$ cat src/rtl/gf180mcu_ocd_io__pwr_seq.sv
// gf180mcu_ocd_io__pwr_seq
//   Power-up / power-down sequencer for the gf180mcu_ocd_io pad ring.
//   Synchronises the DVDD/VDD supply-good flags, debounces them, then
//   releases isolation, enables pad drivers and releases core reset in
//   order. Shutdown (FORCE_OFF) walks the same steps in reverse. Loss of
//   either supply from any active state returns to OFF on the next edge.
//
// Ports
//   CLK        always-on sequencer clock
//   RST        asynchronous reset, active-high
//   DVDD_OK    I/O supply good (asynchronous to CLK)
//   VDD_OK     core supply good (asynchronous to CLK)
//   FORCE_OFF  orderly shutdown request; held high keeps the block in OFF
//   ISO_EN     pad isolation clamp, 1 = isolated
//   IO_EN      pad driver enable
//   CORE_RSTN  core reset, active-low
//   PWR_GOOD   high only in RUN
//   STATE      current state encoding
//   FAULT_CNT  saturating count of supply-fault shutdowns
//              (present only when PWRSEQ_FAULT_CNT_EN is defined)
//
// Optional build macro: PWRSEQ_FAULT_CNT_EN

module gf180mcu_ocd_io__pwr_seq #(
    parameter int unsigned DEBOUNCE_CYCLES = 16,
    parameter int unsigned STEP_CYCLES     = 8,
    parameter int unsigned CNT_W           = 8
) (
    input  logic       CLK,
    input  logic       RST,
    input  logic       DVDD_OK,
    input  logic       VDD_OK,
    input  logic       FORCE_OFF,
    output logic       ISO_EN,
    output logic       IO_EN,
    output logic       CORE_RSTN,
    output logic       PWR_GOOD,
    output logic [2:0] STATE
`ifdef PWRSEQ_FAULT_CNT_EN
    ,
    output logic [7:0] FAULT_CNT
`endif
);

    typedef enum logic [2:0] {
        OFF       = 3'd0,
        DEBOUNCE  = 3'd1,
        ISO_REL   = 3'd2,
        IO_ON     = 3'd3,
        RUN       = 3'd4,
        SHDN_CORE = 3'd5,
        SHDN_IO   = 3'd6
    } state_t;

    // Counter holds (dwell - 1) on the last cycle of a state.
    localparam logic [CNT_W-1:0] DEB_LAST  = CNT_W'(DEBOUNCE_CYCLES - 1);
    localparam logic [CNT_W-1:0] STEP_LAST = CNT_W'(STEP_CYCLES - 1);

    logic [1:0]       dvdd_sync;
    logic [1:0]       vdd_sync;
    logic             sok;
    logic             fault;
    state_t           state;
    state_t           state_nxt;
    logic [CNT_W-1:0] cnt;
    logic [CNT_W-1:0] cnt_nxt;
    logic [3:0]       outs_nxt;

    // Two-flop synchronisers for the asynchronous supply flags.
    always_ff @(posedge CLK or posedge RST) begin
        if (RST) begin
            dvdd_sync <= '0;
            vdd_sync  <= '0;
        end else begin
            dvdd_sync <= {dvdd_sync[0], DVDD_OK};
            vdd_sync  <= {vdd_sync[0], VDD_OK};
        end
    end

    assign sok   = dvdd_sync[1] & vdd_sync[1];
    assign fault = (state != OFF) && !sok;

    always_ff @(posedge CLK or posedge RST) begin
        if (RST) begin
            state <= OFF;
            cnt   <= '0;
        end else begin
            state <= state_nxt;
            cnt   <= cnt_nxt;
        end
    end

    // Fault beats FORCE_OFF, which beats dwell expiry.
    always_comb begin
        state_nxt = state;
        if (fault) begin
            state_nxt = OFF;
        end else begin
            case (state)
                OFF:       if (sok && !FORCE_OFF) state_nxt = DEBOUNCE;
                DEBOUNCE:  if (FORCE_OFF) state_nxt = OFF;
                           else if (cnt == DEB_LAST) state_nxt = ISO_REL;
                ISO_REL:   if (FORCE_OFF) state_nxt = OFF;
                           else if (cnt == STEP_LAST) state_nxt = IO_ON;
                IO_ON:     if (FORCE_OFF) state_nxt = SHDN_IO;
                           else if (cnt == STEP_LAST) state_nxt = RUN;
                RUN:       if (FORCE_OFF) state_nxt = SHDN_CORE;
                SHDN_CORE: if (cnt == STEP_LAST) state_nxt = SHDN_IO;
                SHDN_IO:   if (cnt == STEP_LAST) state_nxt = OFF;
                default:   state_nxt = OFF;
            endcase
        end
    end

    // Counter runs only in timed states and clears on every state change.
    always_comb begin
        cnt_nxt = '0;
        if (state_nxt == state) begin
            case (state)
                DEBOUNCE, ISO_REL, IO_ON, SHDN_CORE, SHDN_IO:
                    cnt_nxt = cnt + CNT_W'(1);
                default:
                    cnt_nxt = '0;
            endcase
        end
    end

    // Output decode from the next state, so the registered outputs change
    // on the same edge as the state register: {ISO, IO, CRN, PG}.
    always_comb begin
        outs_nxt = 4'b1000;
        case (state_nxt)
            ISO_REL:   outs_nxt = 4'b0000;
            IO_ON:     outs_nxt = 4'b0100;
            RUN:       outs_nxt = 4'b0111;
            SHDN_CORE: outs_nxt = 4'b0100;
            SHDN_IO:   outs_nxt = 4'b0000;
            default:   outs_nxt = 4'b1000;
        endcase
    end

    always_ff @(posedge CLK or posedge RST) begin
        if (RST) begin
            ISO_EN    <= 1'b1;
            IO_EN     <= 1'b0;
            CORE_RSTN <= 1'b0;
            PWR_GOOD  <= 1'b0;
        end else begin
            {ISO_EN, IO_EN, CORE_RSTN, PWR_GOOD} <= outs_nxt;
        end
    end

    assign STATE = state;

`ifdef PWRSEQ_FAULT_CNT_EN
    logic [7:0] fault_cnt;

    always_ff @(posedge CLK or posedge RST) begin
        if (RST) begin
            fault_cnt <= '0;
        end else if (fault && (fault_cnt != 8'hFF)) begin
            fault_cnt <= fault_cnt + 8'd1;
        end
    end

    assign FAULT_CNT = fault_cnt;
`endif

endmodule

$ cat config.mk
export PLATFORM = sky130hd
export DESIGN_NAME = gf180mcu_ocd_io__pwr_seq
export DESIGN_NICKNAME = d
export VERILOG_FILES = /design/src/rtl/gf180mcu_ocd_io__pwr_seq.sv
export SDC_FILE = /design/constraint.sdc
export NUM_CORES = 1
export LEC_CHECK = 0
export CORE_MARGIN = 3
export CORE_UTILIZATION = 50
export CTS_CLUSTER_SIZE = 16
export DETAILED_ROUTE_END_ITERATION = 12
export GPL_TIMING_DRIVEN = 0
export PLACE_DENSITY = 0.83
export SKIP_LAST_GASP = 1
export SYNTH_ARGS = -nofsm -noshare
export SYNTH_HDL_FRONTEND = slang
export SYNTH_SLANG_ARGS = --single-unit
$ cat constraint.sdc
create_clock -name CLK -period 2.5 [get_ports CLK]
set_clock_uncertainty 0.1 [all_clocks]
set_input_delay 0.375 -clock CLK [delete_from_list [all_inputs] [get_ports CLK]]
set_output_delay 0.375 -clock CLK [all_outputs]
set_load 0.1 [all_outputs]
Word-level counts from Yosys, hierarchy flattened
Cells that the tools add are included.
{"block": "word_totals", "ff_bits": 19, "latch_bits": 0, "mem_bits_rw": 0, "rom_bits": 0, "input_bits": 5, "output_inout_bits": 7, "word_cells": 48, "n_memories": 0}
{"block": "classes", "addsub": 1, "multipliers": 0, "div": 0, "magnitude_cmp": 0, "n_eq_ne": 14, "shifts": 0, "n_mux": 15, "bitwise_logic": 1, "n_reduce_logical": 9}
{"op": "3-bit 2-to-1 mux", "count": 11}
{"op": "3-bit one-hot mux with 7 select lines", "count": 1}
{"op": "3-bit == test (second input constant)", "count": 6}
{"op": "8-bit 2-to-1 mux", "count": 2}
{"op": "3-bit by 2-bit == test with 1-bit output (second input constant)", "count": 4}
{"op": "4-bit one-hot mux with 3 select lines", "count": 1}
{"op": "8-bit by 1-bit adder with 8-bit output (second input constant)", "count": 1}
{"op": "8-bit by 3-bit == test with 1-bit output (second input constant)", "count": 1}
{"op": "8-bit by 4-bit == test with 1-bit output (second input constant)", "count": 1}
{"op": "5-bit OR reduction", "count": 1}
{"op": "2-bit OR reduction", "count": 2}
{"op": "3-bit by 1-bit == test with 1-bit output (second input constant)", "count": 1}
{"op": "3-bit == test", "count": 1}
{"op": "3-bit zero test", "count": 1}
{"op": "3-bit nonzero test", "count": 1}
{"op": "1-bit logical AND", "count": 2}
{"op": "1-bit zero test", "count": 2}
{"op": "1-bit AND", "count": 1}

Longest topological paths before layout
Gate-level depths: netlist of the first run.
{"block": "depth", "ltp_word": 8, "mapped_depth": 8, "mapped_depth_nobuf": 7}

Least setup slack after synthesis of the first run
Ideal clock, no wire load.
{"block": "synth_path", "path_kind": "reg-to-reg", "startpoint": "register state[1] (netlist: STATE[1])", "endpoint": "register IO_EN", "setup_ns": 0.127, "t_arrival_ns": 2.212, "t_required_ns": 2.273, "setup_slack_ns": 0.061, "stages_incl_launch_ff": 8, "path_buffers": 2, "period_less_slack_ns": 2.439, "path_cell_list": "dfrtp_1 > clkbuf_1 > and3b_1 > a311o_1 > a22o_1 > buf_2 > o21ai_0 > mux2i_1"}
{"block": "synth_between", "elab_chain_cells": 7, "word_cells_on_any_way": 29, "classes_between": "eq/ne: 11; mux: 13; reduce/logical: 5"}
{"item": "start, declared", "line": "63", "rtl": "state_t state;"}
{"item": "start signal, assigned", "line": "88", "rtl": "state <= state_nxt;"}
{"item": "3-bit 2-to-1 mux (on tied branches)", "line": "106, 102, 104"}
{"item": "3-bit 2-to-1 mux (on tied branches)", "line": "105, 101, 103"}
{"item": "3-bit one-hot mux with 7 select lines", "line": "99", "rtl": "case (state)"}
{"item": "3-bit 2-to-1 mux (*)", "line": "96", "rtl": "if (fault) begin"}
{"item": "3-bit == test / 3-bit by 2-bit == test with 1-bit output (equally long branches)", "line": "132", "rtl": "case (state_nxt)"}
{"item": "2-bit OR reduction (no source line)"}
{"item": "4-bit one-hot mux with 3 select lines (*)", "line": "132"}
{"item": "net outs_nxt[2]", "line": "67", "rtl": "logic [3:0] outs_nxt;"}
{"item": "end signal, assigned", "line": "149", "rtl": "{ISO_EN, IO_EN, CORE_RSTN, PWR_GOOD} <= outs_nxt;"}
{"item": "end, declared", "line": "35", "rtl": "output logic IO_EN,"}
The timed path passes the listed nets; every way through them passes the cells marked *.

Final worst setup path of the first run
{"block": "layout_path", "startpoint": "register ISO_EN", "endpoint": "output port ISO_EN"}
{"item": "start, declared", "line": "34", "rtl": "output logic ISO_EN,"}
{"item": "start signal, assigned", "line": "149"}
No word-level cell between the ends.

==> flow_summary.ini, run 1 <==
[outcome]
status = completed

[critical_path]
endpoint_kind = output pin
cp_max_fo = 1
max_stage_delay_ns = 1.12
cp-start-kind = register
crit_chain = clkdlybuf4s50_1
cp_top_family = buffers and inverters
slowest_stage = clkdlybuf4s50_1
cp_num_buf_inv = 1
crit_type = register to output pin
crit_arrival_ns = 1.94
required_ns = 2.03

[sta]
max_freq_mhz = 414
slew_viol_final = 0
setup_violations = 0
fin_crit_sh = 0.966
slew_headroom = 0.355
hold_violations = 0
rsz0062_at_grt = no
layout_setup_ws_ns = 0.0838
tns_ns = 0
worst_pin_slew_ns = 0.964
period_needed_ns = 2.42

[synthesis]
netlist-cell-type-count = 37
syn_inst = 108
synth_edf_count = 0
async_flop_share = 1.00
yosysWarnings = 0
yosys.area.top_type_share = 0.417
avgSynthCellArea_um2 = 9.44
syn_area_um2 = 1020
synth_top_cell_by_area = dfrtp_1
synth_nets = 114
ys_top_cells_by_area = dfrtp_1 42%, nand3_1 5.9%, nand4_1 4.9%, xor2_1 3.4%, a21oi_1 2.9%
ys_ff_latch = 18
ys.flop_type = dfrtp_1
yosysSeqAreaShare = 0.443

[place]
place_area_um2 = 1160
io_buffers = 11
globalplace.congestion = 0.824
dpl_worst_slack_ns = 0.371
hpwl_mm = 1.56

[grt]
grt_start_max_net_pins = 19
grt_pass1_vias = 866
grt_antenna_before_repair = 0
grt_overflow = 0
grt_first_pass_wirelength_mm = 3.71
grtUsageTotal = 0.185

[power]
power_density_nw_per_um2 = 448
ir_drop_v = 0.000393
leakage_nw = 0.559

[routing]
wl_per_cell_um = 14.5
wirelength_mm = 2.14
vias = 864
antenna_left = 0
drtPass1Iterations = 4
drtIter0Drc = 34
drc_errors = 0
via_per_inst = 5.84

[clocking]
clk_path_buf_depth = 2
cts_tree = built
clk_pin_slew_worst_paths_ns = 0.10
cts_buffers = 3
cts_resized = 0
holdBufCountCts = 0
clock_sinks = 18
cts_htree_levels = 1
cts_root_buf = clkbuf_4
post_cts_buffers = 0
worstSkewPairLatency_ns = 0.30

[cells_and_area]
final_area_um2 = 1200
syn2layout_area_growth_pct = 17.4
drive_above_1_share = 0.114
mostFrequentLayoutCells = 17 x dfrtp_1, 12 x nand3_1, 11 x clkdlybuf4s50_1
register_area_um2 = 452
nets = 130
num-fill-cells = 162
diodes = 0
multi_input_area_um2 = 519
mostFrequentLayoutCell = dfrtp_1

[floorplan]
core_area_um2 = 1820
die_area_um2 = 2620
die_x_um = 51.2
fp-row-count = 15
io_pins = 12
chipHeight_um = 51.2
start_util = 0.560

[worst_hold_path]
hold_class = register to register

[run]
drv_cap = 0
-- worst paths after layout --
| kind | slack [ns] | start | to | cells after the start |
|---|---|---|---|---|
| setup / recovery | 0.08 | ISO_EN | ISO_EN | 1 |
| hold / removal | 0.26 | vdd_sync[0] | vdd_sync[1] | 0 |
| setup reg to reg | 0.30 | cnt[0] | cnt[3] | 7 |
| hold reg to reg | 0.26 | vdd_sync[0] | vdd_sync[1] | 0 |
| max in group asynchronous | 1.52 | RST | CORE_RSTN | 2 |
| min in group asynchronous | 0.36 | RST | vdd_sync[0] | 2 |
-- logic make-up (layout without fill, tap and decap cells) --
family / after synthesis / in the layout / share of synthesized area
buffers and inverters: 11 / 26 / 0.0478
adder cells (fa/ha/maj): 1 / 1 / 0.0123
multiplexers: 1 / 1 / 0.00982
XOR/XNOR: 7 / 7 / 0.0601
AND/OR/NAND/NOR: 50 / 50 / 0.286
AO/OA/AOI/OAI: 20 / 20 / 0.141
flip-flops: 18 / 18 / 0.443
-- area by class of cell --
| class | count | share of cell area |
|---|---|---|
| Buffer | 7 | 0.0282 |
| Clock buffer | 4 | 0.0303 |
| Inverter | 4 | 0.0125 |
| Multi-Input combinational cell | 79 | 0.434 |
| Sequential cell | 18 | 0.377 |
| Tap cell | 25 | 0.0261 |
| Timing Repair Buffer | 11 | 0.0920 |
-- cells in the mapped netlist (3+ instances only) --
master / instances
and2_1: 4
nand2_1: 8
inv_1: 3
buf_2: 3
xor2_1: 4
o21ai_1: 4
xnor2_1: 3
nand4_1: 8
clkbuf_1: 3
nand3_1: 12
nor2_1: 3
dfrtp_1: 17
a21oi_1: 6
-- per-layer routing --
| metal | track usage | vias to the layer above | wire, um |
|---|---|---|---|
| li1 | - | 416 | - |
| met1 | 0.254 | 420 | 980 |
| met2 | 0.294 | 22 | 1030 |
| met3 | 0.0292 | 6 | 91 |
| met4 | 0.0673 | 0 | 36 |
| met5 | 0 | - | 0 |
-- sequential cells by signal, summed over array words and instances, names as in the netlist --
name       flops
ISO_EN         1
dvdd_sync      2
CORE_RSTN      1
STATE          3
cnt            8
IO_EN          1
vdd_sync       2
-- through the flow --
stage,power [mW],utilization,hold WS (ns),std cells
after CTS,0.538,0.658,0.270,148
after detailed placement,0.360,0.638,0.246,144
after floorplan,0.341,-,0.213,108
after global routing,0.558,0.658,0.279,148
after global placement,0.358,0.638,0.233,144
final,0.536,0.658,0.265,148
-- report_power, final --
group | leakage, nW | internal [mW] | switching, mW | total, mW
clock network | 0.0210 | 0.0888 | 0.0932 | 0.182
logic | 0.300 | 0.0189 | 0.0370 | 0.0559
registers | 0.238 | 0.296 | 0.00263 | 0.298
Note: power is estimated with default switching activity, not from simulation.
==> run 2: changes to the inputs <==
- CORE_UTILIZATION: 50 -> 38
- PLACE_DENSITY: 0.83 -> 0.68
==> run 2 against run 1 <==
Effect of this change:
- count of clock-buffer cells in the layout stayed put
- worst setup slack better by 0.013 ns
- utilization is 18 points lower
- non-clock buffer count stayed put
- largest power group unchanged
- register-to-register slack better by 0.07 ns
- final area is 0.52% higher
==> flow_summary.ini, run 2 (synthesis gave the netlist of run 1 again) <==
[critical_path]
cp_max_fo = 1
cp_num_buf_inv = 1
crit_chain = clkdlybuf4s50_1
cp-start-kind = register
max_stage_delay_ns = 1.12
required_ns = 2.03
slowest_stage = clkdlybuf4s50_1
cp_top_family = buffers and inverters
crit_type = register to output pin
crit_arrival_ns = 1.93
endpoint_kind = output pin

[floorplan]
io_pins = 12
chipHeight_um = 57.8
die_area_um2 = 3340
start_util = 0.404
core_area_um2 = 2520
die_x_um = 57.8
fp-row-count = 18

[grt]
grt_start_max_net_pins = 19
grt_overflow = 0
grtUsageTotal = 0.140
grt_pass1_vias = 780
grt_first_pass_wirelength_mm = 3.57
grt_antenna_before_repair = 0

[routing]
drtPass1Iterations = 4
wl_per_cell_um = 13.1
vias = 833
antenna_left = 0
via_per_inst = 5.44
wirelength_mm = 2.00
drtIter0Drc = 30
drc_errors = 0

[clocking]
cts_buffers = 3
clock_sinks = 18
clk_pin_slew_worst_paths_ns = 0.10
cts_root_buf = clkbuf_4
clk_path_buf_depth = 2
worstSkewPairLatency_ns = 0.29
cts_tree = built
holdBufCountCts = 0
cts_htree_levels = 1
post_cts_buffers = 0
cts_resized = 0

[cells_and_area]
final_area_um2 = 1200
postLayoutCoreUtil = 0.477
mostFrequentLayoutCell = dfrtp_1
mostFrequentLayoutCells = 17 x dfrtp_1, 12 x nand3_1, 11 x clkdlybuf4s50_1
nets = 130
regMostFlops = cnt
diodes = 0
syn2layout_area_growth_pct = 18.0
stdcell_count = 153
drive_above_1_share = 0.114
largest_reg_flops = 8
num-fill-cells = 248

[power]
leakage_nw = 0.559
power_density_nw_per_um2 = 442
ir_drop_v = 0.000426

[run]
drv_cap = 0

[sta]
rsz0062_at_grt = no
slew_viol_final = 0
slew_headroom = 0.351
worst_pin_slew_ns = 0.970
hold_violations = 0
max_freq_mhz = 416
fin_crit_sh = 0.961
period_needed_ns = 2.40
tns_ns = 0
setup_violations = 0

[place]
globalplace.congestion = 0.909
dp_cells = 149
place_area_um2 = 1170
io_buffers = 11
hpwl_mm = 1.49

[worst_hold_path]
hold_class = register to register

[outcome]
status = completed
run 2: cell counts in the layout (fill, tap and decap cells not counted):
Identical to the previous run, type by type.
run 2: area by class of cell:
class                   count  area (um^2)  share of cell area
multi-input cells          79          519               0.431
flip-flops and latches     18          452               0.375
repair buffers             11          110              0.0915
well taps                  30         37.5              0.0312
clock buffers               4         36.3              0.0301
plain buffers               7         33.8              0.0281
inverters                   4         15.0              0.0125
run 2: metrics by stage:
step | power [mW] | setup slack [ns] | hold WS (ns)
detailed placement | 0.359 | 0.327 | 0.237
global placement | 0.359 | 0.352 | 0.234
floorplan | 0.341 | 0.0607 | 0.213
CTS | 0.542 | 0.0806 | 0.261
global route | 0.559 | 0.0452 | 0.269
finish | 0.532 | 0.0964 | 0.258
run 2: power breakdown:
part | switching (mW) | total, mW | internal [mW] | leakage, nW
clock | 0.0889 | 0.178 | 0.0887 | 0.0210
combinational | 0.0368 | 0.0557 | 0.0188 | 0.300
sequential | 0.00253 | 0.298 | 0.296 | 0.238
run 2: path summary, 6_finish.rpt:
kind / start / to / slack (ns) / depth (start not counted)
setup / recovery: ISO_EN / ISO_EN / 0.1 / 1
hold / removal: vdd_sync[0] / vdd_sync[1] / 0.26 / 0
setup reg to reg: cnt[0] / cnt[3] / 0.37 / 7
hold reg to reg: vdd_sync[0] / vdd_sync[1] / 0.26 / 0
max in group asynchronous: RST / CORE_RSTN / 1.48 / 2
min in group asynchronous: RST / cnt[3] / 0.38 / 2
run 2: layer usage:
metal / track usage / share of wire / up-vias
li1: - / - / 415
met1: 0.185 / 0.48 / 403
met2: 0.219 / 0.46 / 11
met3: 0.0267 / 0.035 / 4
met4: 0.0695 / 0.021 / 0
met5: 0 / 0 / -
run 2: worst reg2reg max path: stages (launching register included):
cell	delay, ns
dfrtp_1	0.41
ha_1	0.25
and3b_1	0.19
clkbuf_1	0.15
and2_1	0.20
o21ai_1	0.46
nand3_1	0.15
o21ai_1	0.15
